$ cat config.mk
export PLATFORM = sky130hd
export DESIGN_NAME = fetch_pc
export DESIGN_NICKNAME = d
export VERILOG_FILES = /design/src/rtl/fetch_pc.sv
export SDC_FILE = /design/constraint.sdc
export NUM_CORES = 1
export LEC_CHECK = 0
export ABC_CLOCK_PERIOD_IN_PS = 3100
export BUFFER_PORTS_ARGS = -buffer_cell sky130_fd_sc_hd__buf_2
export CORE_UTILIZATION = 46
export DETAILED_ROUTE_END_ITERATION = 6
export PLACE_DENSITY_LB_ADDON = 0.08
export SYNTH_ARGS = -nofsm -noshare
export SYNTH_HDL_FRONTEND = slang
export SYNTH_SLANG_ARGS = --single-unit
$ cat constraint.sdc
create_clock -name clk -period 3.1 [get_ports clk]
set_clock_uncertainty 0.1 [all_clocks]
set_input_delay 0.155 -clock clk [delete_from_list [all_inputs] [get_ports clk]]
set_output_delay 0.155 -clock clk [all_outputs]
set_load 0.05 [all_outputs]
$ cat src/rtl/fetch_pc.sv
// Fetch-stage program counter: reset/exception/eret/branch/jump redirect plus delay-slot flag.
// Optional macro FETCH_ADEL_CHECK_EN enables the fetch address-error (adel_f) range check.
module fetch_pc #(
  parameter logic [31:0] RESET_PC = 32'h0000_3000,
  parameter logic [31:0] EXC_PC   = 32'h0000_4180,
  parameter logic [31:0] IM_BASE  = 32'h0000_3000,
  parameter int          IM_WORDS = 4096
) (
  input  logic        clk,
  input  logic        reset,
  input  logic        stall,
  input  logic [2:0]  npc_op,
  input  logic        br_taken,
  input  logic [31:0] pc_d,
  input  logic [31:0] ext_imm,
  input  logic [25:0] imm26,
  input  logic [31:0] rs_val,
  input  logic        exc_req,
  input  logic        eret,
  input  logic [31:0] epc,
  output logic [31:0] pc_f,
  output logic [31:0] pc8_d,
  output logic        bd_d,
  output logic        adel_f
);

  localparam logic [2:0] NPC_SEQ    = 3'b000;
  localparam logic [2:0] NPC_BRANCH = 3'b001;
  localparam logic [2:0] NPC_JUMP   = 3'b010;
  localparam logic [2:0] NPC_JREG   = 3'b011;

  // Reject configurations that cannot describe a word-aligned instruction memory.
  if (IM_WORDS < 1 || IM_BASE[1:0] != 2'b00) begin : g_bad_cfg
    $error("fetch_pc: IM_WORDS must be >= 1 and IM_BASE word aligned");
  end

  logic [31:0] pc_seq;
  logic [31:0] br_target;
  logic [31:0] j_target;
  logic [31:0] pc_next;
  logic        bd_next;

  // All sums are 32-bit and wrap modulo 2^32 by construction.
  assign pc_seq    = pc_f + 32'd4;
  assign br_target = pc_d + 32'd4 + (ext_imm << 2);
  assign j_target  = {pc_d[31:28], imm26, 2'b00};
  assign pc8_d     = pc_d + 32'd8;

  always_comb begin
    pc_next = pc_seq;
    bd_next = 1'b0;
    case (npc_op)
      NPC_SEQ: begin
        pc_next = pc_seq;
        bd_next = 1'b0;
      end
      NPC_BRANCH: begin
        pc_next = br_taken ? br_target : pc_seq;
        bd_next = 1'b1;
      end
      NPC_JUMP: begin
        pc_next = j_target;
        bd_next = 1'b1;
      end
      NPC_JREG: begin
        pc_next = rs_val;
        bd_next = 1'b1;
      end
      default: begin
        pc_next = pc_seq;
        bd_next = 1'b0;
      end
    endcase
  end

  // Exception entry and eret override stall; exception wins over eret.
  always_ff @(posedge clk) begin
    if (reset) begin
      pc_f <= RESET_PC;
      bd_d <= 1'b0;
    end else if (exc_req) begin
      pc_f <= EXC_PC;
      bd_d <= 1'b0;
    end else if (eret) begin
      pc_f <= epc;
      bd_d <= 1'b0;
    end else if (!stall) begin
      pc_f <= pc_next;
      bd_d <= bd_next;
    end
  end

`ifdef FETCH_ADEL_CHECK_EN
  // 33-bit end bound so a memory ending exactly at 2^32 does not wrap to zero.
  localparam logic [32:0] IM_END = {1'b0, IM_BASE} + (33'(IM_WORDS) << 2);

  assign adel_f = (pc_f[1:0] != 2'b00) || (pc_f < IM_BASE) || ({1'b0, pc_f} >= IM_END);
`else
  assign adel_f = 1'b0;
`endif

endmodule
== After elaboration in Yosys (flattened, before gate mapping) ==
Index checks and enable logic that the tools add are counted.

* Flip-flop bits (word level): 33
* Latch bits: 0
* RAM bits: 0
* Memory bits (read-only): 0
* Output and inout bits: 66
* Word-level logic and storage cells: 21
* Memories: 0

* $add $sub $neg: 4
* $mul: 0
* Divide/modulo/power cells: 0
* Order comparisons: 0
* Eq/ne operators: 5
* Shift-type cells: 0
* Mux-type cells: 6
* Bitwise operators: 0
* Reduce and logical (&&, ||, !) cells: 3

{| class="wikitable"
|+ Operators with widths
! operator !! number
|-
| 32-bit two-way mux || 3
|-
| 32-bit one-hot mux with 3 select lines || 1
|-
| 32-bit by 3-bit adder with 32-bit output (second input constant) || 2
|-
| 32-bit adder || 1
|-
| 32-bit by 4-bit adder with 32-bit output (second input constant) || 1
|-
| 15-bit two-way mux || 1
|-
| 3-bit by 2-bit equality test with 1-bit output (second input constant) || 2
|-
| 3-bit OR reduction || 2
|-
| 3-bit by 1-bit equality test with 1-bit output (second input constant) || 1
|-
| 3-bit by 1-bit inequality test with 1-bit output (second input constant) || 1
|-
| 2-bit by 1-bit inequality test with 1-bit output (second input constant) || 1
|-
| 2-bit OR reduction || 1
|-
| 1-bit two-way mux || 1
|}

== Logic depth before layout (Yosys ltp) ==
Gate-level depths: netlist (run 1).

* Depth after elaboration: 7
* Mapped depth: 14
* Gate-level depth less buffers: 14

== Worst setup path after synthesis (run 1) ==
Ideal clock, no wire load.

* Kind: in2reg
* Start: in pc_d[3]
* End: reg pc_f[31]
* Library setup time: 0.092 ns
* Data arrival time: 2.721 ns
* Required time: 2.908 ns
* Path slack: 0.186 ns
* Stages on the path: 12
* Buffers on the path: 0
* Cells stage by stage: ha_1 ha_1 fa_1 a21oi_1 nor2b_1 a311o_1 a21o_1 a21bo_2 o41ai_2 o21ai_1 xnor2_1 o32ai_1

* Word-level cells in the longest chain between the ends: 6

{| class="wikitable"
|+ RTL lines
! item !! RTL line !! text
|-
| from (decl) || 14 || <nowiki>input logic [31:0] pc_d,</nowiki>
|-
| 32-bit by 3-bit adder with 32-bit output || 45 || <nowiki>assign br_target = pc_d + 32'd4 + (ext_imm << 2);</nowiki>
|-
| 32-bit adder || 45 ||
|-
| 32-bit two-way mux || 58 || <nowiki>pc_next = br_taken ? br_target : pc_seq;</nowiki>
|-
| 32-bit one-hot mux with 3 select lines || 52 || <nowiki>case (npc_op)</nowiki>
|-
| 32-bit two-way mux || 87 || <nowiki>end else if (!stall) begin</nowiki>
|-
| 32-bit two-way mux || 84 || <nowiki>end else if (eret) begin</nowiki>
|-
| to (signal assigned) || 85 || <nowiki>pc_f <= epc;</nowiki>
|-
| to (signal assigned) || 88 || <nowiki>pc_f <= pc_next;</nowiki>
|-
| to (decl) || 21 || <nowiki>output logic [31:0] pc_f,</nowiki>
|}

No other way between the ends. The select of a mux whose other input is x is not followed.
A chain may end at the register's enable or synchronous reset.

== Worst setup path in the final report (run 1) ==
Same ends and word-level chain as after synthesis.

==> reports/results.tsv, run 1 <==
metric	value	unit
status	finished clean	
Post-Syn Instances	805	
Hold Path Depth	3	
DR WL/cell	16.55	um
cell area after synthesis	5635	um2
Post-Synth XOR/XNOR Area	11.66	%
slowest stage delay, CP	390	ps
kind of critical path	in -> reg	
post-synthesis mux area share	2.531	%
register clock-pin slew on the reported worst setup and hold paths	60	ps
1st-iter DRT viols	473	
DRT Wirelength	19360	um
GRT overflow	0	
RSZ-0062 raised after global routing	no	
M3 GR Usage	4.158	%
Final Cycle Share	93.05	%
CTS Hold Bufs	0	
Avg Vias per Cell	5.831	
busiest metal layer after global routing	met2	
critical path arrival	2970	ps
complex-gate fraction of the synthesized area	30.62	%
final net count	1245	
Post-Layout Cell Count	1170	
Startpoint Class	input pin	
Post-CTS Setup Bufs	0	
vias in the first global route	6185	
relative slew slack	54.82	%
Starting Density	47.11	%
pwr/cell area	314.4	nW/um2
most frequent cells in the layout	buf_2 (225), nor2_1 (89), nand2_1 (88), a21oi_1 (88), ha_1 (59)	
max_cap viols	0	
Post-Synth Adder-Cell Area	13.45	%
post-synthesis net count	1028	
deepest clock path buffer count	2	
slowest cell on the critical path	fa_1	
reg2reg start	pc_f[2]$_SDFFE_PP0P_	
Core ar.	11960	um2
clk root buf	clkbuf_16	
Fillers	1191	
cts bufs inserted	5	
final hold viol count	0	
depth of the most critical reg-to-reg path	10	
largest family of logic cells by synthesized area	compound AO/OA/AOI/OAI gates	
Pleak	3.387	nW
Period minus WS final	2884	ps
Crit path top cell by count	ha_1	
Critical Path Sink Type	register	
antenna cells	0	
Total Routing Usage GR	29.83	%
Slew Viols, Final	0	
RD Place Congestion	0.8976	
clk_lat worst skew	290	ps
FP Rows	40	
simple-gate share of the synthesized area	24.98	%
clock share of power	27.5	%
initial antenna violation count	0	
DRC viols	0	
# port buffers	225	
setup violators final	0	
Logic pwr share	51.3	%
Peak Freq	346.7	MHz
largest net degree at the start of global routing	41	
# resized after CTS	0	
Tightest Pin Transition	660.7	ps
syn_area_per_cell	7.001	um2
Die X	112.7	um
EDFF count, synth	0	
Die Y	112.7	um
detailed-placement wirelength estimate	15490	um
Detail Route Antenna Nets	0	
worst min-delay path class	in -> reg	
Flop pwr share	21.2	%
CTS tree	done	
critical-path cell list	buf_2, ha_1, ha_1, fa_1, a21oi_1, nor2b_1, a311o_1, a21o_1, a21bo_2, o41ai_2, o21ai_1, xnor2_1, o32ai_1	
GR Layer Usage met2	51.98	%
CTS sink count	33	
share of cells above drive strength 1	28.35	%
Cell Area, Placed	6977	um2
TritonRoute pass-1 iters	5	
switch share	42.65	%
fin util	59.80	%
net switching power	959.1	uW
design area	7153	um2
first-pass GRT wire length	30190	um
Worst VDD drop	0.2189	mV
Die Area	12700	um2
start point of the critical path	pc_d[3]	
area grow syn2layout	26.93	%
Ys Warns	0	
register bit count reported by yosys	33	
dpl cells	1162	
commonest non-fill, non-tap cell in the layout	buf_2	
Worst EP required	3190	ps
post-synthesis async set-or-reset flop share	0	%
final setup TNS	0	ps
Clock H-tree levels	2	
I/O pin cnt	229	
critical path peak fanout	3	
Vias	6822	
hold path startpoint	epc[4]	
sequential-to-total area share from yosys stat	11.72	%
most common flop cell mapped by yosys	dfxtp_1	
post-synth cell types	77	
Int Power	1.290	mW
met1 Use GR	37.81	%
routing by layer:
metal / vias up / routed length [um] / share of wire (%)
met4: 0 / 524 / 2.7
met3: 33 / 1493 / 7.7
met5: - / 0 / 0
li1: 3379 / - / -
met1: 3105 / 8192 / 42
met2: 305 / 9148 / 47
power groups by stage:
| stage | Sequential, mW | Combinational [mW] | Clock, mW |
|---|---|---|---|
| 2_1_floorplan | 0.550 | 0.712 | 0 |
| 3_3_place_gp | 0.486 | 1.14 | 0 |
| 3_5_place_dp | 0.486 | 1.15 | 0 |
| 4_1_cts | 0.477 | 1.15 | 0.607 |
| 5_1_grt | 0.481 | 1.26 | 0.629 |
| 6_report | 0.477 | 1.15 | 0.618 |
final cells by class:
class	count	area, um2	area share [%]
Inverter	25	93.84	1.312
Tap cell	147	183.9	2.571
Multi-Input combinational cell	703	4695	65.63
Timing Repair Buffer	254	1344	18.79
Clock inverter	2	37.54	0.5248
Clock buffer	6	138.9	1.942
Sequential cell	33	660.6	9.236
path summary, 6_finish.rpt:
check	slack, ps	endpoint
max	220	pc_f[31]$_SDFFE_PP0P_
min	7	pc_f[4]$_SDFFE_PP0P_
max reg2reg	560	pc_f[20]$_SDFFE_PP0P_
min reg2reg	420	bd_d$_SDFFE_PP0N_
critical path: cells and delay by family:
| kind | cells | cell delay, ps |
|---|---|---|
| simple gates | 1 | 80 |
| fa+ha+maj | 3 | 900 |
| xor+xnor | 1 | 140 |
| compound gates | 7 | 1600 |
| buf+inv | 1 | 110 |
kinds of logic (layout without fill, tap and decap cells):
logic type | after synthesis | in the layout
other | 1 | 1
multiplexers | 14 | 14
buffers and inverters | 69 | 287
XOR/XNOR | 75 | 75
flip-flops | 33 | 33
AO/OA/AOI/OAI | 256 | 256
adder cells (fa/ha/maj) | 60 | 60
AND/OR/NAND/NOR | 297 | 297
sequential cells by signal (all words and copies together), names as in the netlist, named ones only:
name  cells
pc_f     30
bd_d      1
through the flow:
stage                     hold slack, ps  worst slack (ps)  total power [mW]
final                              7.276             215.6             2.249
after global routing               26.52             9.108             2.367
after CTS                          6.296             217.4             2.238
after detailed placement           300.6            -56.98             1.634
after global placement             289.9            -36.56             1.630
after floorplan                    197.7             186.3             1.262
synth_stat cells (all sizes together) (16+ instances only):
library cell  number  area share (%)
nand3             36             3.4
ha                59              13
a21o              16             2.1
xor2              24             3.7
clkbuf            31             2.1
a21oi             89             8.0
xnor2             51             7.9
o21ai             44             3.9
inv               24             1.6
nor3              16             1.4
dfxtp             33              12
nand2             88             5.9
nor2              91             6.3
Power figures use the tool's default switching activity.
==> run 2: changes to the inputs <==
--- a/config.mk
+++ b/config.mk
@@ -8,6 +8,7 @@
 export ABC_CLOCK_PERIOD_IN_PS = 3100
 export BUFFER_PORTS_ARGS = -buffer_cell sky130_fd_sc_hd__buf_2
 export CORE_UTILIZATION = 46
+export CTS_BUF_LIST = sky130_fd_sc_hd__clkbuf_4 sky130_fd_sc_hd__clkbuf_8
 export DETAILED_ROUTE_END_ITERATION = 6
 export PLACE_DENSITY_LB_ADDON = 0.08
 export SYNTH_ARGS = -nofsm -noshare
==> reports/results.tsv, run 2 (synthesized netlist as in run 1, its figures left out) <==
metric	value	unit	change
TritonRoute pass-1 iters	5		unchanged
Detail Route Antenna Nets	0		unchanged
DRT Wirelength	19230	um	was 19360 um
# resized after CTS	0		unchanged
Total Routing Usage GR	29.80	%	was 29.83%
total power	2.087	mW	was 2.249 mW
GRT overflow	0		unchanged
Critical Path Sink Type	register		unchanged
FP Rows	40		unchanged
DR WL/cell	16.40	um	was 16.55 um
Slew Viols, Final	0		unchanged
top flop regs	pc_f: 30 flops, bd_d: 1 flops		unchanged
DRC viols	0		unchanged
Peak Freq	347.5	MHz	was 346.7 MHz
Tightest Pin Transition	678.4	ps	was 660.7 ps
RD Place Congestion	0.8976		unchanged
critical path peak fanout	3		unchanged
Pleak	3.374	nW	was 3.387 nW
Post-CTS Setup Bufs	0		unchanged
Starting Density	47.11	%	unchanged
deepest clock path buffer count	2		unchanged
relative slew slack	53.60	%	was 54.82%
clk_lat worst skew	300	ps	was 290 ps
worst min-delay path class	in -> reg		unchanged
Vias	6802		was 6822
status	finished clean		unchanged
first-pass GRT wire length	30280	um	was 30190 um
critical path arrival	2940	ps	was 2970 ps
RSZ-0062 raised after global routing	no		unchanged
largest net degree at the start of global routing	41		unchanged
Die X	112.7	um	unchanged
cts bufs inserted	5		unchanged
area grow syn2layout	26.47	%	was 26.93%
Avg Vias per Cell	5.799		was 5.831
antenna cells	0		unchanged
initial antenna violation count	0		unchanged
Worst VDD drop	0.2016	mV	was 0.2189 mV
pwr/cell area	292.9	nW/um2	was 314.4 nW/um2
worst hold margin	9.776	ps	was 7.276 ps
clk root buf	clkbuf_8		was clkbuf_16
max_cap viols	0		unchanged
CTS tree	done		unchanged
final hold viol count	0		unchanged
setup violators final	0		unchanged
Hold Path Depth	2		was 3
vias in the first global route	6166		was 6185
detailed-placement wirelength estimate	15490	um	unchanged
depth of the most critical reg-to-reg path	10		unchanged
Startpoint Class	input pin		unchanged
Period minus WS final	2877	ps	was 2884 ps
Worst EP required	3160	ps	was 3190 ps
# port buffers	225		unchanged
most frequent cells in the layout	buf_2 (225), nor2_1 (89), nand2_1 (88), a21oi_1 (88), ha_1 (59)		unchanged
1st-iter DRT viols	451		was 473
Die Y	112.7	um	unchanged
Reg area	660.6	um2	unchanged
Core ar.	11960	um2	unchanged
max FFs per register	30		unchanged
register clock-pin slew on the reported worst setup and hold paths	80	ps	was 60 ps
final net count	1248		was 1245
most flop-heavy register	pc_f		unchanged
area occupied by multi-input gates	4695	um2	unchanged
Die Area	12700	um2	unchanged
share of cells above drive strength 1	28.27	%	was 28.35%
kind of critical path	in -> reg		unchanged
Fillers	1199		was 1191
I/O pin cnt	229		unchanged
Final Cycle Share	92.82	%	was 93.05%
CTS sink count	33		unchanged
commonest non-fill, non-tap cell in the layout	buf_2		unchanged
Clock H-tree levels	2		unchanged
-- run 2: changes by cell type in the layout (fill, tap and decap cells not counted), sizes merged --
cell / previous run / this run
dlygate4sd3: 0 / 3
-- run 2: critical path, cell delays in order --
cell      delay (ps)
buf_2            110
ha_1             290
ha_1             220
fa_1             390
a21oi_1          160
nor2b_1           80
a311o_1          380
a21o_1           220
a21bo_2          220
or2_1            210
xor2_1           160
a221oi_2         220
o22ai_1          110
-- run 2: cell type report --
| type | count | area share (%) |
|---|---|---|
| clock inverter | 2 | 0.5267 |
| timing repair buffer | 257 | 19.28 |
| sequential | 33 | 9.270 |
| multi-input combinational | 703 | 65.87 |
| clock buffer | 6 | 1.159 |
| tap | 147 | 2.581 |
| inverter | 25 | 1.317 |
-- run 2: stage by stage --
step | instance area [um2] | utilization (%) | worst slack, ps | TNS (ps) | cells
floorplan | 5635 | - | 186.3 | 0 | 805
global placement | 6977 | 58.33 | -36.56 | -37.93 | 1162
detailed placement | 6977 | 58.33 | -56.98 | -131.8 | 1162
CTS | 7127 | 59.58 | 232.7 | 0 | 1173
global route | 7127 | 59.58 | 36.84 | 0 | 1173
finish | 7127 | 59.58 | 222.7 | 0 | 1173
-- run 2: worst paths after layout --
| kind | start | end | slack (ps) |
|---|---|---|---|
| min | epc[20] | pc_f[20]$_SDFFE_PP0P_ | 10 |
| min reg2reg | bd_d$_SDFFE_PP0N_ | bd_d$_SDFFE_PP0N_ | 420 |
| max | pc_d[3] | pc_f[27]$_SDFFE_PP0P_ | 220 |
| max reg2reg | pc_f[2]$_SDFFE_PP0P_ | pc_f[20]$_SDFFE_PP0P_ | 520 |
-- run 2: per-layer routing --
layer / track usage (%) / share of wire (%)
met5: 0 / 0
met4: 8.178 / 2.3
met3: 3.834 / 7.4
met2: 52.47 / 48
met1: 38.01 / 43
-- run 2: timing repair --
action / 4_1_cts / 5_1_grt
endpoints found under the hold margin: 3 / 0
hold buffers: 3 / 0
endpoints found under the setup margin: 0 / 0
-- run 2: power by group --
group / leakage (nW) / internal, mW / switching (mW)
Sequential: 0.271 / 0.445 / 0.0326
Combinational: 3.05 / 0.445 / 0.713
Clock: 0.0574 / 0.262 / 0.190
